**src/rtl/modulus_slice_scheduler.sv**
```systemverilog
// Round-robin time-slice scheduler: one requester at a time owns a shared
// enable-gated modulus counter for cur_len ticks, then the grant rotates.
module modulus_slice_scheduler #(
  parameter int NREQ    = 4,
  parameter int CW      = 3,
  parameter int DEF_LEN = 5
) (
  input  logic            clk_i,
  input  logic            rst_i,
  input  logic            enable_i,
  input  logic [NREQ-1:0] req_i,
  input  logic            len_wr_i,
  input  logic [CW-1:0]   len_wr_data_i,
  output logic [NREQ-1:0] gnt_o,
  output logic            busy_o,
  output logic [CW-1:0]   count_o,
  output logic [CW-1:0]   cur_len_o,
  output logic            slice_done_o
);

  localparam int IW = (NREQ > 1) ? $clog2(NREQ) : 1;

  typedef enum logic {IDLE, RUN} state_t;

  state_t          state_q, state_d;
  logic [NREQ-1:0] gnt_q, gnt_d;
  logic [IW-1:0]   gidx_q, gidx_d;
  logic [IW-1:0]   last_q, last_d;
  logic [CW-1:0]   count_q, count_d;
  logic [CW-1:0]   cur_len_q, cur_len_d;
  logic [CW-1:0]   len_q, len_d;
  logic            done_q, done_d;
  logic            busy_q, busy_d;

  logic            terminal, release_hit;
  logic [IW-1:0]   win_idle, win_run;

  // First set request bit strictly after base, wrapping; base itself is tried last.
  function automatic logic [IW-1:0] pick(input logic [NREQ-1:0] r, input logic [IW-1:0] base);
    logic [IW-1:0] res;
    logic          found;
    int            idx;
    res   = base;
    found = 1'b0;
    for (int k = 1; k <= NREQ; k++) begin
      idx = (int'(base) + k) % NREQ;
      if (!found && r[idx]) begin
        res   = IW'(idx);
        found = 1'b1;
      end
    end
    return res;
  endfunction

  assign terminal    = enable_i && (count_q == CW'(cur_len_q - CW'(1)));
  assign release_hit = ~|(req_i & gnt_q);
  assign win_idle    = pick(req_i, last_q);
  assign win_run     = pick(req_i, gidx_q);

  always_comb begin
    state_d   = state_q;
    gnt_d     = gnt_q;
    gidx_d    = gidx_q;
    last_d    = last_q;
    count_d   = count_q;
    cur_len_d = cur_len_q;
    len_d     = len_q;
    done_d    = 1'b0;

    if (len_wr_i && (len_wr_data_i != '0)) len_d = len_wr_data_i;

    case (state_q)
      IDLE: begin
        if (|req_i) begin
          state_d   = RUN;
          gidx_d    = win_idle;
          gnt_d     = NREQ'(1) << win_idle;
          cur_len_d = len_q;
          count_d   = '0;
        end
      end
      RUN: begin
        // Terminal takes precedence over release so a coinciding drop still reports completion.
        if (terminal || release_hit) begin
          count_d = '0;
          done_d  = terminal;
          last_d  = gidx_q;
          if (|req_i) begin
            gidx_d    = win_run;
            gnt_d     = NREQ'(1) << win_run;
            cur_len_d = len_q;
          end else begin
            state_d = IDLE;
            gnt_d   = '0;
          end
        end else if (enable_i) begin
          count_d = count_q + CW'(1);
        end
      end
      default: state_d = IDLE;
    endcase

    busy_d = |gnt_d;
  end

  always_ff @(posedge clk_i) begin
    if (!rst_i) begin
      state_q   <= IDLE;
      gnt_q     <= '0;
      gidx_q    <= IW'(NREQ - 1);
      last_q    <= IW'(NREQ - 1);
      count_q   <= '0;
      cur_len_q <= CW'(DEF_LEN);
      len_q     <= CW'(DEF_LEN);
      done_q    <= 1'b0;
      busy_q    <= 1'b0;
    end else begin
      state_q   <= state_d;
      gnt_q     <= gnt_d;
      gidx_q    <= gidx_d;
      last_q    <= last_d;
      count_q   <= count_d;
      cur_len_q <= cur_len_d;
      len_q     <= len_d;
      done_q    <= done_d;
      busy_q    <= busy_d;
    end
  end

  assign gnt_o        = gnt_q;
  assign busy_o       = busy_q;
  assign count_o      = count_q;
  assign cur_len_o    = cur_len_q;
  assign slice_done_o = done_q;

endmodule

```
**config.mk**
```make
export PLATFORM = sky130hd
export DESIGN_NAME = modulus_slice_scheduler
export DESIGN_NICKNAME = d
export VERILOG_FILES = /design/src/rtl/modulus_slice_scheduler.sv
export SDC_FILE = /design/constraint.sdc
export NUM_CORES = 1
export LEC_CHECK = 0
export ABC_AREA = 1
export BUFFER_PORTS_ARGS = -buffer_cell sky130_fd_sc_hd__buf_2
export CAP_MARGIN = 10
export CORE_ASPECT_RATIO = 1.25
export CORE_UTILIZATION = 53
export CTS_BUF_LIST = sky130_fd_sc_hd__clkbuf_8
export DETAILED_ROUTE_END_ITERATION = 16
export PLACE_DENSITY = 0.78
export SYNTH_ARGS = -nofsm -noshare
export SYNTH_HDL_FRONTEND = slang
export SYNTH_SLANG_ARGS = --single-unit
```
**constraint.sdc**
```tcl
create_clock -name clk_i -period 1.9 [get_ports clk_i]
set_input_delay 0.19 -clock clk_i [delete_from_list [all_inputs] [get_ports clk_i]]
set_output_delay 0.19 -clock clk_i [all_outputs]
set_load 0.05 [all_outputs]
```
## Yosys cells after proc, flatten, opt, wreduce, memory -nomap -nowiden

Cells that the tools add are included.

| cells by class | value |
|---|---|
| add/subtract/negate cells | 10 |
| multiply operators | 0 |
| divide/modulo/power cells | 0 |
| $lt $le $gt $ge | 8 |
| eq/ne operators | 5 |
| shift-type cells | 2 |
| mux-type cells | 56 |
| bitwise operators | 10 |
| reduce and logical (&&, ||, !) cells | 32 |

Operators with widths:

| operator | number |
|---|---|
| 3-bit by 4-bit < comparator with 1-bit output (second input constant) | 8 |
| 1-bit 2-to-1 mux | 24 |
| 2-bit 2-to-1 mux | 11 |
| 1-bit binary-select mux with 2-bit select | 8 |
| 2-bit OR reduction | 8 |
| 3-bit 2-to-1 mux | 5 |
| 4-bit 2-to-1 mux | 3 |
| 3-bit one-hot mux with 2 select lines | 2 |
| 4-bit OR reduction | 3 |
| 2-bit by 1-bit adder with 2-bit output (second input constant) | 4 |
| 2-bit adder (second input constant) | 4 |
| 1-bit AND (first input constant) | 8 |
| 1-bit logical AND | 8 |
| 4-bit one-hot mux with 2 select lines | 1 |
| 1-bit by 2-bit << shifter with 4-bit output (first input constant) | 2 |
| 1-bit zero test | 7 |
| 3-bit AND reduction | 2 |
| 4-bit AND | 1 |
| 2-bit by 1-bit != test with 1-bit output (second input constant) | 2 |
| 2-bit one-hot mux with 2 select lines | 1 |
| 2-bit AND reduction | 2 |
| 3-bit by 1-bit adder with 3-bit output (second input constant) | 1 |
| 3-bit equality test | 1 |
| 3-bit by 2-bit != test with 1-bit output (second input constant) | 1 |
| 6 further kinds | 6 |

| word-level totals | value |
|---|---|
| flip-flop bits (word level) | 20 |
| bits in latches | 0 |
| bits in writable memories | 0 |
| memory bits (read-only) | 0 |
| bits of input ports | 11 |
| output and inout bits | 12 |
| logic and storage cells | 132 |
| memories kept | 0 |

## Logic depth before layout (Yosys ltp)

Gate-level depths: netlist of run 1.

| logic depth | value |
|---|---|
| word-level depth | 21 |
| gate-level depth with buffers | 16 |
| depth with buffers taken out | 15 |

## Worst setup path after synthesis of run 1

No wires, ideal clock.

| timing path | value |
|---|---|
| kind | reg2reg |
| from | reg cur_len_q[0] (netlist: cur_len_o[0]) |
| to | reg gidx_q[0] |
| setup time | 0.138 ns |
| arrival time | 2.045 ns |
| data required time | 1.762 ns |
| slack | -0.283 ns |
| stages on the path, launching flop included | 11 |
| path buffers | 0 |
| clock period less this slack | 2.183 ns |
| cells stage by stage | dfxtp_1 -> inv_1 -> ha_1 -> o21ai_0 -> nor3_1 -> nand2_1 -> nand2_1 -> o21ai_0 -> inv_1 -> o21ai_0 -> o211ai_1 |

| on the way | value |
|---|---|
| cells in the longest elaborated chain, start to end | 6 |

RTL lines:

| element | RTL line | text |
|---|---|---|
| start, declared | 30 | `logic [CW-1:0] cur_len_q, cur_len_d;` |
| start signal, assigned | 113 | `cur_len_q <= CW'(DEF_LEN);` |
| start signal, assigned | 123 | `cur_len_q <= cur_len_d;` |
| 3-bit by 1-bit subtractor with 3-bit output | 55 | `assign terminal = enable_i && (count_q == CW'(cur_len_q - CW'(1)));` |
| 3-bit equality test | 55 |  |
| 1-bit logical AND | 55 |  |
| 1-bit logical OR | 84 | `if (terminal \|\| release_hit) begin` |
| 2-bit by 1-bit != test with 1-bit output (no line) | -- |  |
| 3-bit AND reduction (no line) | -- |  |
| end signal, assigned | 110 | `gidx_q <= IW'(NREQ - 1);` |
| end signal, assigned | 120 | `gidx_q <= gidx_d;` |
| end, declared | 27 | `logic [IW-1:0] gidx_q, gidx_d;` |

Every way passes these cells.
A chain may end at the register's enable or synchronous reset.

## Final worst setup path of run 1

| timing path | value |
|---|---|
| from | reg cur_len_q[0] (netlist: cur_len_o[0]) |
| to | reg busy_q (netlist: busy_o) |

| on the way | value |
|---|---|
| cells in the longest elaborated chain, start to end | 7 |

RTL lines:

| element | RTL line | text |
|---|---|---|
| 3-bit by 1-bit subtractor with 3-bit output | 55 |  |
| 3-bit equality test | 55 |  |
| 1-bit logical AND | 55 |  |
| 1-bit logical OR | 84 |  |
| 4-bit 2-to-1 mux | 84 |  |
| 4-bit one-hot mux with 2 select lines | 72 | `case (state_q)` |
| 4-bit OR reduction | 103 | `busy_d = \|gnt_d;` |
| end signal, assigned | 126 | `busy_q <= busy_d;` |
| end, declared | 33 | `logic busy_q, busy_d;` |

Every way passes these cells.

==> metrics.md, run 1 <==
| Metric | Value |
|---|---|
| Final setup vio count | `0` |
| Status | `finished clean` |
| Worst-Skew Late Latency | `270 ps` |
| Post-Layout Cell Count | `308` |
| Setup Skew | `9.23 ps` |
| CTS tree | `built` |
| DRT iter0 DRCs | `62` |
| Max transition margin | `0.715` |
| GPL Wtd Cong | `0.835` |
| Comb pwr share | `0.649` |
| Cell family with most CP delay | `simple AND/OR/NAND/NOR gates` |
| Hold Startpoint | `len_wr_data_i[2]` |
| Max Cap Violations | `0` |
| Hpwl dp | `2720 um` |
| Synth Register Bits | `20` |
| Antenna Cells | `0` |
| CP endpoint kind | `register` |
| Pleak | `1.04 nW` |
| R2R Setup Slk | `110 ps` |
| Die W | `50.3 um` |
| Power Density | `1590 mW/mm^2` |
| Longest Clk Path Bufs | `2` |
| Num CTS Buffers | `3` |
| Clk sink count | `20` |
| Internal power | `0.00144 W` |
| Final period utilization | `0.942` |
| FF-to-FF Start | `cur_len_o[0]` |
| Yosys cell types | `32` |
| Share of cells above drive strength 1 | `0.318` |
| Worst path buffer plus inverter count | `1` |
| Post-DRT Antenna Nets | `0` |
| Synth Instances | `246` |
| Clk root buf | `clkbuf_8` |
| Sequential fraction of design power | `0.204` |
| Starting Density | `0.566` |
| Final nets | `288` |
| Row Count | `21` |
| CP cell instances | `inv_1 > ha_1 > nand2_1 > nand2_1 > nor3_2 > nand2_2 > nand2_4 > nand3_4 > nor2_4 > nand2_1 > nand3_2 > nor2_2 > a21oi_2` |
| Post-Place Setup Slack | `24.6 ps` |
| Final wirelength | `3740 um` |
| # DRC | `0` |
| Startpoint class of the critical path | `register` |
| Grt total ovfl | `0` |
| Placed insts | `303` |
| Net Sw Frac | `0.516` |
| CP most frequent cell | `nand2_1` |
| Post-layout min period | `1790 ps` |
| Worst Setup Path Type | `reg -> reg` |
| Crit-path slowest cell | `dfxtp_4` |
| Slew Limit Fails | `0` |
| Synth-to-Final Area Change | `20.9%` |
| DR vias | `1,646` |
| Worst-path fanout max | `4` |
| Fmax | `0.559 GHz` |
| Pre-Repair DR Iteration Count | `4` |
| Total number of yosys warnings | `0` |
| Wire per inst | `12.2 um` |
| Tightest Hold Check Type | `in -> reg` |
| Post-DR vias/cell | `5.34` |
| Crit path required time | `2110 ps` |
| Worst VDD drop | `0.860 mV` |
| Final WS setup | `111 ps` |
| Die height | `62.4 um` |
| Arr. time, crit path | `2000 ps` |
| CP max stage delay | `360 ps` |
| CTS H-tree depth | `1` |
| Psw | `0.00154 W` |
| Mapped cell area | `0.00155 sq mm` |
| I/O pins | `23` |
| Syn Nets | `259` |
| Syn Area/Cell | `6.29 sq um` |
| Port bufs | `22` |
| Initial antenna violation count | `0` |
| Die ar. | `0.00314 sq mm` |
| Worst-path clk slew | `80 ps` |
| Pin count of the biggest net entering global routing | `15` |
| Register area share after synthesis | `0.259` |
| Clock Power Share | `0.147` |
| Vias in the first global route | `1,535` |
| Core ar. | `0.00273 sq mm` |
| Pwr Total | `0.00298 W` |
| Final Hold Viols | `0` |
| Critical Path Source | `cur_len_o[0]` |
| Global-route wire length before repair | `6410 um` |
| Tightest Pin Transition | `423 ps` |
| Total GRT Usage | `0.255` |
power groups by stage:
stage	clock network [W]	registers (W)	logic, W
finish	0.000438	0.000608	0.00193
global route	0.000457	0.000625	0.00214
CTS	0.000433	0.000591	0.00178
detailed placement	0	0.000600	0.00176
global placement	0	0.000597	0.00175
floorplan	0	0.000733	0.00132
layout make-up:
type	count	area, sq um
tap	34	42.5
sequential	20	415
multi-input combinational	194	1070
clock buffer	3	41.3
timing repair buffer	29	163
inverter	27	106
fill	268	863
clock inverter	1	30.0
final timing paths:
path,endpoint,cells past startpoint
worst min register to register,len_q[1],2
worst max-delay path,busy_o,13
worst max register to register,busy_o,13
worst min-delay path,len_q[2],3
cells in the mapped netlist:
master / instances / share of area
nand4_1: 3 / 0.012
a21oi_1: 8 / 0.026
nand2_1: 98 / 0.24
o211ai_1: 5 / 0.024
clkbuf_1: 2 / 0.0049
buf_6: 1 / 0.0073
o31ai_1: 1 / 0.0049
nand3_2: 4 / 0.026
nor2_2: 1 / 0.0040
nand2_4: 8 / 0.058
o21bai_1: 1 / 0.0049
a22oi_1: 2 / 0.0097
dfxtp_1: 20 / 0.26
nor3_1: 5 / 0.016
nand3_1: 21 / 0.068
o21ai_0: 7 / 0.023
inv_4: 1 / 0.0040
inv_1: 21 / 0.051
ha_1: 2 / 0.016
a21oi_2: 1 / 0.0057
buf_12: 1 / 0.013
inv_2: 4 / 0.0097
nor3b_1: 1 / 0.0049
clkinv_1: 1 / 0.0024
nor2_8: 1 / 0.013
xnor2_1: 1 / 0.0057
nor2_4: 1 / 0.0073
nor2_1: 11 / 0.027
nand2_2: 10 / 0.040
or2_2: 1 / 0.0040
xor2_1: 1 / 0.0057
buf_4: 1 / 0.0049
layer usage:
layer	global-route usage	vias up	part of all wire
met4	0.115	0	0.024
li1	-	843	-
met5	0	-	0
met3	0.0195	9	0.037
met1	0.317	740	0.43
met2	0.440	54	0.51
sequential cells by signal, indices dropped and copies added, names as in the netlist:
register      flops
len_q             3
gnt_o             4
last_q            2
cur_len_o         3
state_q           1
count_o           3
slice_done_o      1
gidx_q            2
busy_o            1
metrics by stage:
step           cell area [sq um]  hold WS (ps)  setup TNS [ps]  utilization
6_report                    1870           146               0        0.684
3_5_place_dp                1710           416               0        0.624
4_1_cts                     1780           146               0        0.652
5_1_grt                     1870           161           -50.2        0.684
3_3_place_gp                1710           416               0        0.624
2_1_floorplan               1550           310               0            -
layout by cell type (no fill, tap or decap), drive strengths merged:
master,n
buf,29
o21bai,1
nand2,116
o31ai,1
a21oi,9
xor2,1
nor3,5
a22oi,2
bufinv,1
clkinv,1
or2,1
nor3b,1
o21ai,7
ha,2
o211ai,5
dfxtp,20
inv,26
nand3,25
nor2,14
nand4,3
clkbuf,3
xnor2,1
repair_timing:
| action | 4_1_cts | 5_1_grt |
|---|---|---|
| resized for setup | 1 | 27 |
| setup buffers | 0 | 1 |
| endpoints found under the setup margin | 1 | 13 |
| pin swaps | 0 | 5 |
| hold buffers | 0 | 0 |
worst reg2reg max path, delay by kind of cell (launching register included):
| family | cells | cell delay (ps) |
|---|---|---|
| AO/OA/AOI/OAI | 1 | 120 |
| adder cells (fa/ha/maj) | 1 | 300 |
| buffers and inverters | 1 | 50 |
| flip-flops | 1 | 360 |
| AND/OR/NAND/NOR | 10 | 920 |
kinds of logic (layout without fill, tap and decap cells):
family                     count (synthesis)  count (layout)  share of synthesized area
and+or+nand+nor                          165             165                      0.519
buffers and inverters                     32              60                     0.0971
xor gates and xnor gates                   2               2                     0.0113
AOI/OAI and AO/OA                         25              25                     0.0979
adders and majority gates                  2               2                     0.0162
DFF                                       20              20                      0.259
Note: power is estimated with default switching activity, not from simulation.
==> run 2, diff against run 1 <==
- REMOVE_ABC_BUFFERS: unset -> 1
==> run 2 against run 1 <==
Against the previous run: critical path type unchanged; utilization fell by 1.1 points; via count fell by 3.5%; wire length fell by 4.4%; clock power fell by 37%; fmax fell by 1.5%; largest power group unchanged.
==> metrics.md, run 2 (same netlist as run 1, synthesis figures left out) <==
| Metric | Value |
|---|---|
| Status | `finished clean` |
| DRT iter0 DRCs | `47 (-24%)` |
| Max Cap Violations | `0 (unchanged)` |
| CTS tree | `built` |
| Share of cells above drive strength 1 | `0.314 (-0.00365)` |
| Clock Power Share | `0.099 (-0.048)` |
| Max reg flops | `4 (unchanged)` |
| Worst-path clk slew | `70 ps (about the same)` |
| DR vias | `1,588 (-3.5%)` |
| Pleak | `1.03 nW (-0.91%)` |
| Post-layout min period | `1820 ps (+26.3 ps)` |
| CP endpoint kind | `register` |
| Worst Setup Path Type | `reg -> reg` |
| Internal power | `0.00130 W (-10%)` |
| Wire per inst | `11.6 um (-4.4%)` |
| R2R Setup Slk | `80 ps (-30 ps)` |
| Crit path to | `last_q[0]` |
| Clk sink count | `20 (unchanged)` |
| Net Sw Frac | `0.536 (+0.0207)` |
| Final Hold Viols | `0 (unchanged)` |
| Pin count of the biggest net entering global routing | `15 (unchanged)` |
| Fmax | `0.551 GHz (-1.5%)` |
| Die W | `50.3 um (unchanged)` |
| Setup Skew | `0.602 ps (-8.63 ps)` |
| Startpoint class of the critical path | `register` |
| Comb pwr share | `0.684 (+0.035)` |
| Clk root buf | `clkbuf_8` |
| Max transition margin | `0.699 (-0.0159)` |
| Final setup vio count | `0 (unchanged)` |
| Commonest cells after routing, fill and taps aside | `nand2_1 (95), buf_2 (22), nand3_1 (20), inv_1 (19), dfxtp_1 (14)` |
| Antenna Cells | `0 (unchanged)` |
| Worst-Skew Late Latency | `260 ps (about the same)` |
| Synth-to-Final Area Change | `18.9%` |
| Num CTS Buffers | `3 (unchanged)` |
| Worst VDD drop | `0.839 mV (-2.4%)` |
| Final nets | `289 (+0.35%)` |
| Psw | `0.00150 W (-2.4%)` |
| GPL Wtd Cong | `0.825 (-1.2%)` |
| Global-route wire length before repair | `5820 um (-9.2%)` |
| Final wirelength | `3580 um (-4.4%)` |
| Commonest non-fill, non-tap cell in the layout | `nand2_1` |
| # DRC | `0 (unchanged)` |
| Tightest Pin Transition | `447 ps (+23.6 ps)` |
| CP max stage delay | `320 ps (-40 ps)` |
| RR Endpoint | `last_q[0]` |
| CTS Hold Bufs | `0 (unchanged)` |
| Crit path required time | `2030 ps (-80 ps)` |
| Multi-input gate area | `0.00107 sq mm (-0.47%)` |
| I/O pins | `23 (unchanged)` |
| Arr. time, crit path | `1940 ps (-60 ps)` |
| Post-DR vias/cell | `5.16 (-3.5%)` |
| Sequential fraction of design power | `0.217 (+0.013)` |
| Vias in the first global route | `1,408 (-8.3%)` |
| CP cell instances | `inv_1 > ha_4 > nand2_1 > nand2_1 > nor3_2 > nand2_1 > nand2_2 > nand2_4 > buf_6 > buf_4 > nand2_1 > o211ai_1` |
| Hpwl dp | `2580 um (-5.2%)` |
| Die ar. | `0.00314 sq mm (unchanged)` |
| Crit-path slowest cell | `dfxtp_2` |
| Pwr Total | `0.00280 W (-6.1%)` |
| Core ar. | `0.00273 sq mm (unchanged)` |
| Pre-Repair DR Iteration Count | `4 (unchanged)` |
| Tightest Hold Check Type | `in -> reg` |
| Port bufs | `22 (unchanged)` |
| Row Count | `21 (unchanged)` |
| Fillers | `258 (-3.7%)` |
| Register area | `410 sq um (-1.2%)` |
| Final period utilization | `0.955 (+0.0139)` |
| Post-DRT Antenna Nets | `0 (unchanged)` |
| Power Density | `1520 mW/mm^2 (-4.5%)` |
| Final hold slack | `151 ps (+4.89 ps)` |
| CTS H-tree depth | `1 (unchanged)` |
| Initial antenna violation count | `0 (unchanged)` |
| Worst-path fanout max | `6 (+2)` |
| Total GRT Usage | `0.234 (-0.0214)` |
| Worst R2R Path Depth | `12 (-1)` |
| Slew Limit Fails | `0 (unchanged)` |
| Grt total ovfl | `0 (unchanged)` |
| Die height | `62.4 um (unchanged)` |
| Critical Path Source | `cur_len_o[0]` |
| CP most frequent cell | `nand2_1` |
| Longest Clk Path Bufs | `2 (unchanged)` |
| FF-to-FF Start | `cur_len_o[0]` |
| Starting Density | `0.566 (unchanged)` |
[run 2: area by class of cell]
cell class / count / share of cell area
Sequential cell: 20 / 0.223
Timing Repair Buffer: 30 / 0.0946
Inverter: 27 / 0.0565
Clock buffer: 3 / 0.0225
Tap cell: 34 / 0.0231
Multi-Input combinational cell: 194 / 0.580
[run 2: per-layer routing]
layer	part of all wire	track usage	vias to the layer above
met5	0	0	-
met4	0.024	0.0972	0
met3	0.032	0.0170	9
met2	0.49	0.408	37
met1	0.46	0.289	700
li1	-	-	842
[run 2: critical path: cells and delay by family (launching register included)]
family	cells	cell delay, ps
DFF	1	320
buffers and inverters	3	390
AOI/OAI and AO/OA	1	90
adders and majority gates	1	210
and+or+nand+nor	7	670
[run 2: power by group through the flow]
stage | registers [W] | clock network (W) | logic [W]
after global placement | 0.000602 | 0 | 0.00174
after global routing | 0.000622 | 0.000295 | 0.00211
after CTS | 0.000593 | 0.000279 | 0.00176
final | 0.000606 | 0.000277 | 0.00191
after floorplan | 0.000760 | 0 | 0.00122
after detailed placement | 0.000601 | 0 | 0.00174
[run 2: how the worst min path moves through the flow]
stage                    end  cells after the start              from  slack (ps)
floorplan           len_q[0]                      1             rst_i         260
global placement    len_q[2]                      3  len_wr_data_i[2]         410
detailed placement  len_q[2]                      3  len_wr_data_i[2]         410
CTS                 len_q[2]                      3  len_wr_data_i[2]         150
global route        len_q[2]                      3  len_wr_data_i[2]         170
finish              len_q[2]                      3  len_wr_data_i[2]         150
[run 2: repair_timing]
item | in CTS | in global routing
buffers inserted | 0 | 2
resized for setup | 1 | 30
endpoints found under the setup margin | 3 | 12
gates cloned | 0 | 0
pin swaps | 0 | 5
[run 2: stage by stage]
stage | setup TNS, ps | std cells | cell area, sq um | setup slack (ps) | util
floorplan | -2340 | 241 | 1500 | -274 | -
global placement | 0 | 303 | 1700 | 45.4 | 0.621
detailed placement | -1.19 | 303 | 1700 | -1.19 | 0.621
CTS | -52.9 | 306 | 1740 | -22.1 | 0.638
global route | -35.4 | 308 | 1840 | -19.3 | 0.673
finish | 0 | 308 | 1840 | 84.7 | 0.673
